[src/rtl/rnn_mac_fetch_if.sv]
// rtl/rnn_mac_fetch_if.sv - control, activation stream, weight ROM and result handshake bundle
interface rnn_mac_fetch_if;
    logic        start;
    logic [7:0]  in_data;
    logic        in_valid;
    logic        in_ready;
    logic [3:0]  rom_addr;
    logic [7:0]  rom_data;
    logic [19:0] out_data;
    logic        out_valid;
    logic        out_ready;
    logic        busy;

    modport master (
        output start, in_data, in_valid, rom_data, out_ready,
        input  in_ready, rom_addr, out_data, out_valid, busy
    );

    modport slave (
        input  start, in_data, in_valid, rom_data, out_ready,
        output in_ready, rom_addr, out_data, out_valid, busy
    );
endinterface

[src/rtl/rnn_mac_fetch.sv]
// rtl/rnn_mac_fetch.sv - dot product of streamed activations with a combinational weight ROM
module rnn_mac_fetch #(
    parameter int LEN = 16
) (
    input logic          clk,
    input logic          rst,
    rnn_mac_fetch_if.slave bus
);
    typedef enum logic [1:0] {
        IDLE = 2'd0,
        RUN  = 2'd1,
        DONE = 2'd2
    } state_t;

    localparam logic [3:0] LAST_IDX = 4'(LEN - 1);

    state_t      state, state_nx;
    logic [3:0]  idx, idx_nx;
    logic [19:0] acc, acc_nx;
    logic [19:0] res, res_nx;
    logic [15:0] prod;
    logic [19:0] sum;

    // The ROM is combinational, so the weight for idx is available in the same cycle.
    assign prod = 16'(bus.in_data) * 16'(bus.rom_data);
    assign sum  = acc + {4'b0000, prod};

    always_ff @(posedge clk) begin
        if (rst) begin
            state <= IDLE;
            idx   <= 4'd0;
            acc   <= 20'd0;
            res   <= 20'd0;
        end else begin
            state <= state_nx;
            idx   <= idx_nx;
            acc   <= acc_nx;
            res   <= res_nx;
        end
    end

    always_comb begin
        state_nx = state;
        idx_nx   = idx;
        acc_nx   = acc;
        res_nx   = res;
        case (state)
            IDLE: begin
                if (bus.start) begin
                    state_nx = RUN;
                    idx_nx   = 4'd0;
                    acc_nx   = 20'd0;
                end
            end
            RUN: begin
                if (bus.in_valid) begin
                    acc_nx = sum;
                    if (idx == LAST_IDX) begin
                        state_nx = DONE;
                        res_nx   = sum;
                        idx_nx   = 4'd0;
                    end else begin
                        idx_nx = idx + 4'd1;
                    end
                end
            end
            DONE: begin
                // start arriving with the handshake is dropped; only IDLE honours it
                if (bus.out_ready) begin
                    state_nx = IDLE;
                end
            end
            default: begin
                state_nx = IDLE;
            end
        endcase
    end

    assign bus.in_ready  = (state == RUN);
    assign bus.out_valid = (state == DONE);
    assign bus.busy      = (state != IDLE);
    assign bus.rom_addr  = idx;
    assign bus.out_data  = res;
endmodule

[src/flat_wrapper.sv]
// flat-port wrapper written by rule: the top's interface ports become plain ports
module rnn_mac_fetch_flat 
#(
    parameter int LEN = 16
)
  (clk, rst, bus_start, bus_in_data, bus_in_valid, bus_rom_data, bus_out_ready, bus_in_ready, bus_rom_addr, bus_out_data, bus_out_valid, bus_busy);
  rnn_mac_fetch_if bus_i ();
  input logic clk;
  input logic rst;
  input wire logic [$bits(bus_i.start)-1:0] bus_start;
  input wire logic [$bits(bus_i.in_data)-1:0] bus_in_data;
  input wire logic [$bits(bus_i.in_valid)-1:0] bus_in_valid;
  input wire logic [$bits(bus_i.rom_data)-1:0] bus_rom_data;
  input wire logic [$bits(bus_i.out_ready)-1:0] bus_out_ready;
  output wire logic [$bits(bus_i.in_ready)-1:0] bus_in_ready;
  output wire logic [$bits(bus_i.rom_addr)-1:0] bus_rom_addr;
  output wire logic [$bits(bus_i.out_data)-1:0] bus_out_data;
  output wire logic [$bits(bus_i.out_valid)-1:0] bus_out_valid;
  output wire logic [$bits(bus_i.busy)-1:0] bus_busy;
  assign bus_i.start = bus_start;
  assign bus_i.in_data = bus_in_data;
  assign bus_i.in_valid = bus_in_valid;
  assign bus_i.rom_data = bus_rom_data;
  assign bus_i.out_ready = bus_out_ready;
  assign bus_in_ready = bus_i.in_ready;
  assign bus_rom_addr = bus_i.rom_addr;
  assign bus_out_data = bus_i.out_data;
  assign bus_out_valid = bus_i.out_valid;
  assign bus_busy = bus_i.busy;
  rnn_mac_fetch #(.LEN(LEN)) u_core (.clk(clk), .rst(rst), .bus(bus_i));
endmodule
[config.mk]
export PLATFORM = sky130hd
export DESIGN_NAME = rnn_mac_fetch_flat
export DESIGN_NICKNAME = d
export VERILOG_FILES = /design/src/rtl/rnn_mac_fetch_if.sv /design/src/rtl/rnn_mac_fetch.sv /design/src/flat_wrapper.sv
export SDC_FILE = /design/constraint.sdc
export NUM_CORES = 1
export LEC_CHECK = 0
export CORE_MARGIN = 5
export CORE_UTILIZATION = 40
export DETAILED_ROUTE_END_ITERATION = 8
export GPL_TIMING_DRIVEN = 0
export SLEW_MARGIN = 25
export SYNTH_ARGS = -nofsm -noshare
export SYNTH_HDL_FRONTEND = slang
export SYNTH_SLANG_ARGS = --single-unit
[constraint.sdc]
create_clock -name clk -period 11.6 [get_ports clk]
set_input_delay 1.74 -clock clk [delete_from_list [all_inputs] [get_ports clk]]
set_output_delay 1.74 -clock clk [all_outputs]
set_load 0.05 [all_outputs]
==> Yosys cells after proc, flatten, opt, wreduce, memory -nomap -nowiden <==
Index checks and enable logic that the tools add are counted.
W data, S select, Z words.
{ "word_totals": {"reg_bits": 46, "input_bits": 21, "output_inout_bits": 27} }
{ "classes": {"add_sub_neg": 2, "mul": 1, "eq_ne": 7, "n_mux": 12, "n_reduce_logical": 6} }
{ "op_table": {"columns": ["cell", "count"], "rows": [
  ["$mux W20", 2],
  ["$pmux W20 S2", 1],
  ["$add A20 B16 Y20", 1],
  ["$mul A8 B8 Y16", 1],
  ["$mux W4", 3],
  ["$mux W2", 4],
  ["$pmux W4 S2", 1],
  ["$ne A2 B2 Y1 const B", 3],
  ["$pmux W2 S3", 1],
  ["$reduce_and A3 Y1", 2],
  ["$add A4 B1 Y4 const B", 1],
  ["$eq A4 B4 Y1 const B", 1],
  ["$reduce_and A4 Y1", 1],
  ["$reduce_bool A2 Y1", 2],
  ["$eq A2 B1 Y1 const B", 1],
  ["$eq A2 B2 Y1 const B", 1],
  ["$logic_not A2 Y1", 1],
  ["$ne A2 B1 Y1 const B", 1]
]} }

==> Longest topological paths before layout <==
Gate-level depths: netlist of run 1.
{ "logic_depth": {"depth_word": 4, "depth_mapped": 18, "ltp_nobuf": 17} }

==> Worst setup path after synthesis of run 1 <==
OpenSTA, ideal clock, no wires.
{ "synth_timing": {"path_kind": "in2reg", "from": "input port bus_rom_data[1]", "to": "register u_core.acc[12]", "arrival_time_ns": 5.795, "setup_slack_ns": 5.688, "path_stages": 16, "n_path_buf": 1, "cell_sequence": "clkbuf_1 nand2_1 fa_1 inv_1 fa_1 inv_1 fa_1 fa_1 inv_1 ha_1 a21o_1 a21oi_4 a21oi_2 o211a_1 or4_1 a32o_1"} }
{ "synth_via": {"elab_chain_len": 4} }
{ "synth_lines": {"columns": ["element", "line", "source"], "rows": [
  ["from (decl)", "flat_wrapper.sv:13", "input wire logic [$bits(bus_i.rom_data)-1:0] bus_rom_data;"],
  ["$mul A8 B8 Y16", "rnn_mac_fetch.sv:25", "assign prod = 16'(bus.in_data) * 16'(bus.rom_data);"],
  ["$add A20 B16 Y20", "rnn_mac_fetch.sv:26", "assign sum = acc + {4'b0000, prod};"],
  ["$mux W20", "rnn_mac_fetch.sv:56", "if (bus.in_valid) begin"],
  ["$pmux W20 S2", "rnn_mac_fetch.sv:47", "case (state)"],
  ["to (signal assigned)", "rnn_mac_fetch.sv:37", "acc <= acc_nx;"],
  ["to (decl)", "rnn_mac_fetch.sv:19", "logic [19:0] acc, acc_nx;"]
]} }
No other way between the ends. The select of a mux whose other input is x is not followed.
A chain may end at the register's enable or synchronous reset.

==> Final worst setup path of run 1 <==
{ "layout_timing": {"from": "input port bus_in_data[1]", "to": "register u_core.res[15] (netlist: u_core.bus.out_data[15])"} }
{ "layout_via": {"elab_chain_len": 2} }
{ "layout_lines": {"columns": ["element", "line", "source"], "rows": [
  ["from (decl)", "flat_wrapper.sv:11", "input wire logic [$bits(bus_i.in_data)-1:0] bus_in_data;"],
  ["$mul A8 B8 Y16", "rnn_mac_fetch.sv:25", null],
  ["$add A20 B16 Y20", "rnn_mac_fetch.sv:26", null],
  ["to (signal assigned)", "rnn_mac_fetch.sv:38", "res <= res_nx;"],
  ["to (decl)", "rnn_mac_fetch.sv:20", "logic [19:0] res, res_nx;"]
]} }
No other way between the ends.

==> results of run 1 <==
==> power groups by stage <==
stage | Sequential (W) | Clock (W) | Combinational, W
5_1_grt | 0.000180 | 0.000155 | 0.000705
2_1_floorplan | 0.000179 | 0 | 0.000481
3_5_place_dp | 0.000183 | 0 | 0.000614
4_1_cts | 0.000179 | 0.000147 | 0.000620
6_report | 0.000179 | 0.000144 | 0.000615
3_3_place_gp | 0.000182 | 0 | 0.000603
==> cells by family (layout without fill, tap and decap cells) <==
group / Yosys count / in the layout / synth area share, %
simple gates: 177 / 177 / 18.8
buf+inv: 122 / 174 / 10.4
compound gates: 97 / 97 / 14.9
fa+ha+maj: 92 / 92 / 33.7
flops: 46 / 46 / 20.3
xor+xnor: 10 / 10 / 1.93
==> cell usage in the layout (no fill, tap or decap), types with 3 or more instances in the layout <==
cell type / instances
a22oi_1: 5
buf_4: 3
a21oi_1: 33
nand2_1: 75
nor2_1: 22
inv_1: 104
nand2b_1: 5
xnor2_1: 7
ha_1: 42
and2_1: 33
a211oi_1: 3
clkbuf_16: 5
a21o_1: 11
fa_1: 50
a32o_1: 3
a31oi_1: 5
xor2_1: 3
clkdlybuf4s50_1: 44
nand3_1: 16
or3_1: 7
and3_1: 4
o21ai_0: 11
clkbuf_1: 12
nor3_1: 3
dfxtp_1: 46
==> area by class of cell <==
| cell class | count | area (um^2) |
|---|---|---|
| clock buffers | 5 | 125 |
| flip-flops and latches | 46 | 921 |
| well taps | 140 | 175 |
| inverters | 105 | 394 |
| fillers | 1070 | 5680 |
| clock inverters | 3 | 25.0 |
| plain buffers | 17 | 77.6 |
| repair buffers | 44 | 440 |
| multi-input cells | 376 | 3140 |
==> routing by layer <==
layer,vias up,wire [um]
li1,1856,-
met1,1861,4880
met2,67,5370
met3,12,406
met4,0,142
met5,-,0
==> critical path, delay by kind of cell <==
family / cells / cell delay, ps
and+or+nand+nor: 2 / 410
AOI/OAI and AO/OA: 4 / 1430
buffers and inverters: 3 / 670
adders and majority gates: 5 / 2450
==> sequential cells by signal, indices dropped and copies added, names as in the netlist <==
name and cells:
u_core.state 2, u_core.bus.out_data 20, u_core.bus.rom_addr 4, u_core.acc 20
==> worst max path at each step <==
stage / start / endpoint / slack [ps] / cells past startpoint
after detailed placement: bus_in_data[1] / u_core.bus.out_data[15] / 4770 / 14
after global routing: bus_in_data[0] / u_core.bus.out_data[15] / 4810 / 16
after CTS: bus_in_data[1] / u_core.bus.out_data[15] / 5060 / 14
after floorplan: bus_rom_data[1] / u_core.acc[12] / 5690 / 16
final: bus_in_data[1] / u_core.bus.out_data[15] / 5080 / 14
after global placement: bus_in_data[1] / u_core.bus.out_data[15] / 4820 / 14
==> per-stage QoR <==
stage / std cells / setup WS (ps) / power, W / util (%)
floorplan: 544 / 5690 / 0.000660 / -
global placement: 728 / 4820 / 0.000785 / 46.9
detailed placement: 728 / 4770 / 0.000797 / 46.9
CTS: 736 / 5060 / 0.000946 / 48.3
global route: 736 / 4810 / 0.00104 / 48.3
finish: 736 / 5080 / 0.000938 / 48.3
==> results_dict.tcl, run 1 <==
set metrics [dict create \
    yosysMostFrequentCell "inv_1" \
    clock.fmax_mhz 153 \
    timing.hold.ws_ps 457 \
    ctsHtreeMaxLevel 2 \
    clk_pin_slew_ps 70 \
    cts-root-buf "clkbuf_16" \
    holdPathEnd "u_core.acc[3]" \
    core_area_um2 11000 \
    reg2reg_from "u_core.acc[6]" \
    drt-total-wl_um 10800 \
    dpl-instance-area_um2 5150 \
    final_area_um2 5300 \
    intPower_w 0.000491 \
    antenna_found_initial 0 \
    grt_pass1_wl_um 18700 \
    firstDrtPassIters 4 \
    drc 0 \
    vias_per_cell 5.16 \
    ctsResizeCount 0 \
    final_hold_viol_count 0 \
    synth_area_leaders "fa_1 (22%), dfxtp_1 (20%), ha_1 (12%), inv_1 (8.6%), nand2_1 (6.2%)" \
    clkLatencyLatePin_ps 290 \
    track_usage_pct 16.9 \
    relSlewSlack_pct 54.0 \
    ant_nets 0 \
    powerDensity_nw_per_um2 177 \
    synth_edf_count 0 \
    synth_common_cells "inv_1 (104), nand2_1 (75), fa_1 (50)" \
    cap_violations 0 \
    numClockSinks 46 \
    first_iter_violations 200 \
    slew_viol_final 0 \
    switching_share_pct 47.6 \
    clockBufferDepth 2 \
    tns_ps 0 \
    grt-ovfl-total 0 \
    setup_violations 0 \
    grt_max_degree 17 \
    area_growth_pct 16.9 \
    yosysWarningCount 0 \
    port-buffer-count 44 \
    rows 38 \
    leakage_nw 2.46 \
    chipHeight_um 116 \
    synth_cell_types 56 \
    r2r-end "u_core.bus.out_data[15]" \
    die_area_um2 13600 \
    place_congestion 0.823 \
    r2r_setup_slack_ps 6990 \
    ys_ff_latch 46 \
    hp-class "flip-flop to flip-flop" \
    period_share_pct 56.2 \
    use_met3_pct 2.54 \
    cts_setup_buffers 0 \
    skew_ps 6.85 \
    syn-instance-count 544 \
    tightest_slew_ps 687 \
    required_ps 11800 \
    worst_setup_path_start_kind "primary input" \
    min_from "u_core.acc[3]" \
    power.switching_w 0.000447 \
    vias 3796 \
    critPathKind "primary input to flip-flop" \
    pin_count 48 \
    min_period_ps 6520 \
    dp_hpwl_um 9060 \
    slowest_delay_ps 620 \
    wire_per_inst_um 14.7 \
    grt_pass1_vias 3926 \
    seqPwrFrac_pct 19.1 \
    diodes 0 \
    cts_made_buffers 5 \
    start_util_pct 41.3 \
    ir_worst_vdd_mv 0.108 \
    grt.busiest_layer "met2" \
    synth_ff_type "dfxtp_1" \
    rsz0062_at_grt "false" \
    endpoint_kind "flip-flop" \
    syn_nets 657 \
    layout.nets 708 \
    synth_top_area_cell "fa_1" \
    status "complete, no violations" \
    pwr-share-clk_pct 15.4 \
    path_cells "clkdlybuf4s50_1, and2_1, fa_1, fa_1, fa_1, inv_1, fa_1, inv_1, ha_1, a21oi_1, a31oi_1, a221oi_1, nand3_1, a31oi_1" \
    drive_gt1_share_pct 4.19 \
    arrival_ps 6720 \
    whs_path_depth 2 \
    crit_slowest_cell "a221oi_1" \
    critPathMaxFanout 8 \
    ys_seq_area_share_pct 20.3 \
    die_w_um 116 \
    ctsHoldBuffers 0 \
    syn_area_um2 4530 \
    grt_util_met2_pct 29.6 \
    cts_tree "yes" \
    reg2reg_depth 15 \
    use_met1_pct 22.4 \
    crit_top_cell "fa_1" \
    syn_avg_cell_area_um2 8.34 \
    async_flop_share_pct 0 \
    pwr-share-comb_pct 65.5 \
    yosysTopAreaCellShare_pct 22.1 \
]
No activity file was read; power rests on OpenSTA's default activity.
==> run 2, diff against run 1 <==
==> constraint.sdc (replaced) <==
create_clock -name clk -period 6.63 [get_ports clk]
set_input_delay 0.9945 -clock clk [delete_from_list [all_inputs] [get_ports clk]]
set_output_delay 0.9945 -clock clk [all_outputs]
set_load 0.05 [all_outputs]
==> results of run 2 <==
Same layout as run 1 (identical final DEF). Status: complete, no violations.
Among the figures that moved: setup slack after placement 4770 ps -> 542 ps; setup slack after layout 5080 ps -> 860 ps; register-to-register setup slack 6990 ps -> 2020 ps; total power 0.000938 W -> 0.00164 W; worst IR drop on VDD 0.108 mV -> 0.189 mV
==> run 3, diff against run 2 <==
--- a/config.mk
+++ b/config.mk
@@ -5,10 +5,14 @@
 export SDC_FILE = /design/constraint.sdc
 export NUM_CORES = 1
 export LEC_CHECK = 0
+export ABC_AREA = 1
+export CELL_PAD_IN_SITES_DETAIL_PLACEMENT = 1
+export CELL_PAD_IN_SITES_GLOBAL_PLACEMENT = 1
 export CORE_MARGIN = 5
 export CORE_UTILIZATION = 40
 export DETAILED_ROUTE_END_ITERATION = 8
 export GPL_TIMING_DRIVEN = 0
+export PLACE_DENSITY_LB_ADDON = 0.1
 export SLEW_MARGIN = 25
 export SYNTH_ARGS = -nofsm -noshare
 export SYNTH_HDL_FRONTEND = slang
==> run 3 against run 2 <==
Effect of this change: clock skew up 5.4 ps; sequential cell count unchanged; via count rose by 12%; sequential power about the same; count of clock-buffer cells in the layout did not move; combinational power is 14% higher; utilization fell by 1.9 points; register-to-register slack better by 490 ps; non-clock buffer count is 3 lower; critical endpoint is now u_core.bus.out_data[12].
==> results_dict.tcl, run 3 <==
set metrics [dict create \
    status "complete, no violations" \
    skew_ps 12.2 \
    cts-root-buf "clkbuf_16" \
    tightest_slew_ps 644 \
    fillerInstances 1569 \
    synth_common_cells "nand2_1 (211), inv_1 (201), fa_1 (50)" \
    place_inst 926 \
    drive_gt1_share_pct 4.05 \
    r2r_setup_slack_ps 2510 \
    drt-total-wl_um 13000 \
    reg2reg_from "u_core.acc[7]" \
    grt_max_degree 16 \
    grt_pass1_vias 4681 \
    ir_worst_vdd_mv 0.131 \
    min_from "u_core.acc[6]" \
    endpoint_kind "flip-flop" \
    relSlewSlack_pct 57.1 \
    synth_top_area_cell "fa_1" \
    synth_cell_types 30 \
    area_growth_pct 13.5 \
    leakage_nw 3.19 \
    yosysTopAreaCellShare_pct 20.3 \
    cap_violations 0 \
    syn-instance-count 727 \
    layout_setup_ws_ps 1630 \
    yosysMostFrequentCell "nand2_1" \
    drc 0 \
    layout.cells.non_filler 934 \
    critPathMaxFanout 8 \
    multiInputGateArea_um2 3090 \
    port-buffer-count 31 \
    vias_per_cell 4.55 \
    cts_made_buffers 5 \
    layout_common_cells "nand2_1 (211), inv_1 (201), fa_1 (50)" \
    period_share_pct 75.3 \
    start_util_pct 40.8 \
    rsz0062_at_grt "false" \
    powerDensity_nw_per_um2 322 \
    ys_seq_area_share_pct 18.7 \
    slew_viol_final 0 \
    syn_nets 840 \
    vias 4251 \
    track_usage_pct 19.3 \
    clkLatencyLatePin_ps 300 \
    holdPathEnd "u_core.acc[6]" \
    ff_latch_area_um2 921 \
    synth_ff_type "dfxtp_1" \
    final_common_cell "nand2_1" \
    syn_area_um2 4920 \
    layout.nets 878 \
    hp-class "flip-flop to flip-flop" \
    dp_hpwl_um 11100 \
    first_iter_violations 128 \
    die_w_um 121 \
    numClockSinks 46 \
    preCtsSetupSlack_ps 1300 \
    tns_ps 0 \
    min_period_ps 5000 \
    core_area_um2 12100 \
    setup_violations 0 \
    syn_avg_cell_area_um2 6.77 \
    worst_setup_path_start_kind "primary input" \
    antenna_found_initial 0 \
    timing.hold.ws_ps 469 \
    synth_edf_count 0 \
    clockBufferDepth 2 \
    cts_setup_buffers 0 \
    clock.fmax_mhz 200 \
    utilization_pct 46.3 \
    grt_pass1_wl_um 22900 \
    r2r-end "u_core.bus.out_data[12]" \
    die_area_um2 14600 \
    ant_nets 0 \
    critPathKind "primary input to flip-flop" \
    ctsHtreeMaxLevel 2 \
    reg2reg_depth 19 \
    wire_per_inst_um 13.9 \
    final_hold_viol_count 0 \
    rows 40 \
    place_congestion 0.804 \
    diodes 0 \
    cts_tree "yes" \
    ctsResizeCount 0 \
    whs_path_depth 2 \
    required_ps 6820 \
    firstDrtPassIters 4 \
    pin_count 48 \
    chipHeight_um 121 \
    arrival_ps 5180 \
    ctsHoldBuffers 0 \
    async_flop_share_pct 0 \
    synth_area_leaders "fa_1 (20%), dfxtp_1 (19%), nand2_1 (16%), inv_1 (15%), ha_1 (11%)" \
    grt-ovfl-total 0 \
    clk_pin_slew_ps 80 \
    yosysWarningCount 0 \
    ys_ff_latch 46 \
]
[run 3: changes by cell type in the layout (fill, tap and decap cells not counted), moves of 9 or more]
| cell | previous run | this run |
|---|---|---|
| inv_1 | 104 | 201 |
| a21o_1 | 11 | 2 |
| clkdlybuf4s50_1 | 44 | 31 |
| o21ai_1 | 0 | 13 |
| nor2_1 | 22 | 44 |
| nand2_1 | 75 | 211 |
| and2_1 | 33 | 0 |
[run 3: per-layer routing]
metal	vias to the layer above	share of wire, %	global-route usage [%]
li1	2174	-	-
met1	2029	47	25.2
met2	38	50	34.4
met3	10	2.0	2.24
met4	0	1.0	3.61
met5	-	0	0
[run 3: report_power, final]
group	switching (W)	leakage (nW)	internal (W)
sequential	0.0000134	0.373	0.000298
clock	0.000117	0.0698	0.000140
combinational	0.000807	2.75	0.000423
total	0.000938	3.19	0.000860
[run 3: how the worst max path moves through the flow]
stage	end	slack (ps)	from
6_report	u_core.bus.out_data[12]	1630	bus_in_data[0]
5_1_grt	u_core.bus.out_data[12]	1370	bus_in_data[0]
3_3_place_gp	u_core.bus.out_data[9]	1420	bus_in_data[0]
3_5_place_dp	u_core.bus.out_data[12]	1300	bus_in_data[0]
4_1_cts	u_core.bus.out_data[12]	1590	bus_in_data[0]
2_1_floorplan	u_core.bus.out_data[9]	1840	bus_in_data[0]
[run 3: final cells by class]
type / instances / area share [%]
buffer: 27 / 2.51
sequential: 46 / 16.5
tap: 168 / 3.76
inverter: 206 / 13.9
clock inverter: 3 / 0.381
clock buffer: 5 / 2.24
multi-input combinational: 448 / 55.2
timing repair buffer: 31 / 5.55
[run 3: critical path: stages]
cell	delay, ps
clkbuf_1	330
nand2_1	140
fa_1	520
fa_1	550
inv_1	60
fa_1	540
inv_1	60
fa_1	550
inv_1	50
ha_1	350
nand2_1	120
nor2_1	120
nand2_1	70
nand3_1	170
nand2_1	110
nand2_1	80
nand2_1	60
nand2_1	130
a21o_1	130
inv_1	30
[run 3: logic make-up (layout without fill, tap and decap cells)]
group / Yosys count / after routing / share of synthesized area, %
flip-flops: 46 / 46 / 18.7
adder cells (fa/ha/maj): 92 / 92 / 31.0
buffers and inverters: 233 / 272 / 18.6
AO/OA/AOI/OAI: 61 / 61 / 7.02
XOR/XNOR: 5 / 5 / 0.890
AND/OR/NAND/NOR: 290 / 290 / 23.8
[run 3: metrics by stage]
stage	power, W	cell area (um^2)
2_1_floorplan	0.00122	4920
3_3_place_gp	0.00152	5440
3_5_place_dp	0.00156	5440
4_1_cts	0.00184	5590
5_1_grt	0.00202	5590
6_report	0.00180	5590
==> RTL change (flow settings as in run 3) <==
Encoding of `state_t`: now one-hot (3 bits for 3 states).
--- a/src/rtl/rnn_mac_fetch.sv
+++ b/src/rtl/rnn_mac_fetch.sv
@@ -7,8 +7,8 @@
     rnn_mac_fetch_if.slave bus
 );
-    typedef enum logic [1:0] {
-        IDLE = 2'd0,
-        RUN  = 2'd1,
-        DONE = 2'd2
+    typedef enum logic [2:0] {
+        IDLE = 3'b001,
+        RUN  = 3'b010,
+        DONE = 3'b100
     } state_t;
 
Check against the original RTL: same outputs for any inputs over 10 cycles, from zero or initial values and one cycle with rst high; not proved beyond that.
==> RTL change against run 3 <==
Critical path depth decreased by 3. Highest routed layer unchanged. Worst setup slack better by 0.056 ns. Sequential cell count grew 1. Worst hold slack worse by 0.0051 ns. Design area decreased by 0.74%. Register-to-register slack improved by 0.03 ns. Area after synthesis shrank 0.33%. Power down 26%. Die area fell by 0.31%. Wire length is 1.2% higher. Largest power group unchanged. First-iteration DRC count rose by 34%. Count of clock-buffer cells in the layout is 1 higher. Critical path type unchanged. Synthesized cell count grew 0.41%.
==> RTL change: results (changes against run 3) <==
status finished clean; number of global-route vias before repair 4,723 (+0.90%); PwrDens 238.9 mW/mm^2 (-26%); Net Sw Frac 47.84% (-4.3 points); first-pass GRT wire length 22,740 um (-0.69%); met1 Use GR 24.40% (-0.85 points); WL met2 6661 um (+3.1%); fill cell count 1,570 (+0.064%); sequential-to-total area share from yosys stat 19.18% (+0.47 points); Critical Path Max Stage Delay 0.57 ns (+0.02 ns); NumNets Final 881 (+0.34%); largest net degree at the start of global routing 15 (-1); share of cells above drive strength 1 2.734% (-1.3 points); Buffers on Ports 31 (unchanged); M3 GR Usage 2.432% (+0.19 points); Met3 Wirelength 279 um (+9.4%); grt met2 use 34.82% (+0.47 points); Placed Area 0.005400 sq mm (-0.78%); Max Clock Skew 0.004880 ns (-0.007330 ns); Post-Synth XOR/XNOR Area 1.250% (+0.36 points); via count 4,325 (+1.7%); Detailed Place HPWL 11,250 um (+1.3%); WL final 13,140 um (+1.2%); total track usage 19.33% (+0.064 points); met1 WL 6003 um (-2.2%); Leak 3.125 nW (-2.1%); Cells after DPL 908 (-1.9%); Syn Nets 843 (+0.36%); clock power share 20.0% (+5.7 points); Synth Area per Inst 6.720 sq um (-0.74%); Crit path arrival time 5.16 ns (-0.02 ns); commonest cells in the netlist nand2_1, inv_1, fa_1; via density per instance 4.727 (+3.9%); Num CTS Buffers 5 (unchanged); main area contributors after synthesis fa_1, dfxtp_1, nand2_1; Synth Area in Compound Gates 5.560% (-1.5 points); VDD IR-drop max 151.3 uV (+16%)
==> RTL change: cell type report <==
cell class                 count  area share, %
tap                          147          3.315
clock buffer                   6          2.503
buffer                        27          2.548
timing repair buffer          31          5.593
inverter                     203          13.73
clock inverter                 1         0.1579
sequential                    47          16.96
multi-input combinational    453          55.19
==> RTL change: path summary, 6_finish.rpt <==
kind	to	from	slack (ns)	depth (start not counted)
worst max-delay path	u_core.acc[9]	bus_in_data[0]	1.69	17
worst min-delay path	u_core.acc[6]	u_core.acc[6]	0.46	2
worst max register to register	u_core.acc[11]	u_core.acc[6]	2.54	15
worst min register to register	u_core.acc[6]	u_core.acc[6]	0.46	2
==> RTL change: stage by stage <==
stage / worst slack (ns) / util, % / hold WS [ns]
floorplan: 1.975 / - / 0.4390
global placement: 1.437 / 44.96 / 0.4508
detailed placement: 1.399 / 44.96 / 0.4583
CTS: 1.700 / 46.19 / 0.4693
global route: 1.403 / 46.19 / 0.4866
finish: 1.690 / 46.19 / 0.4643
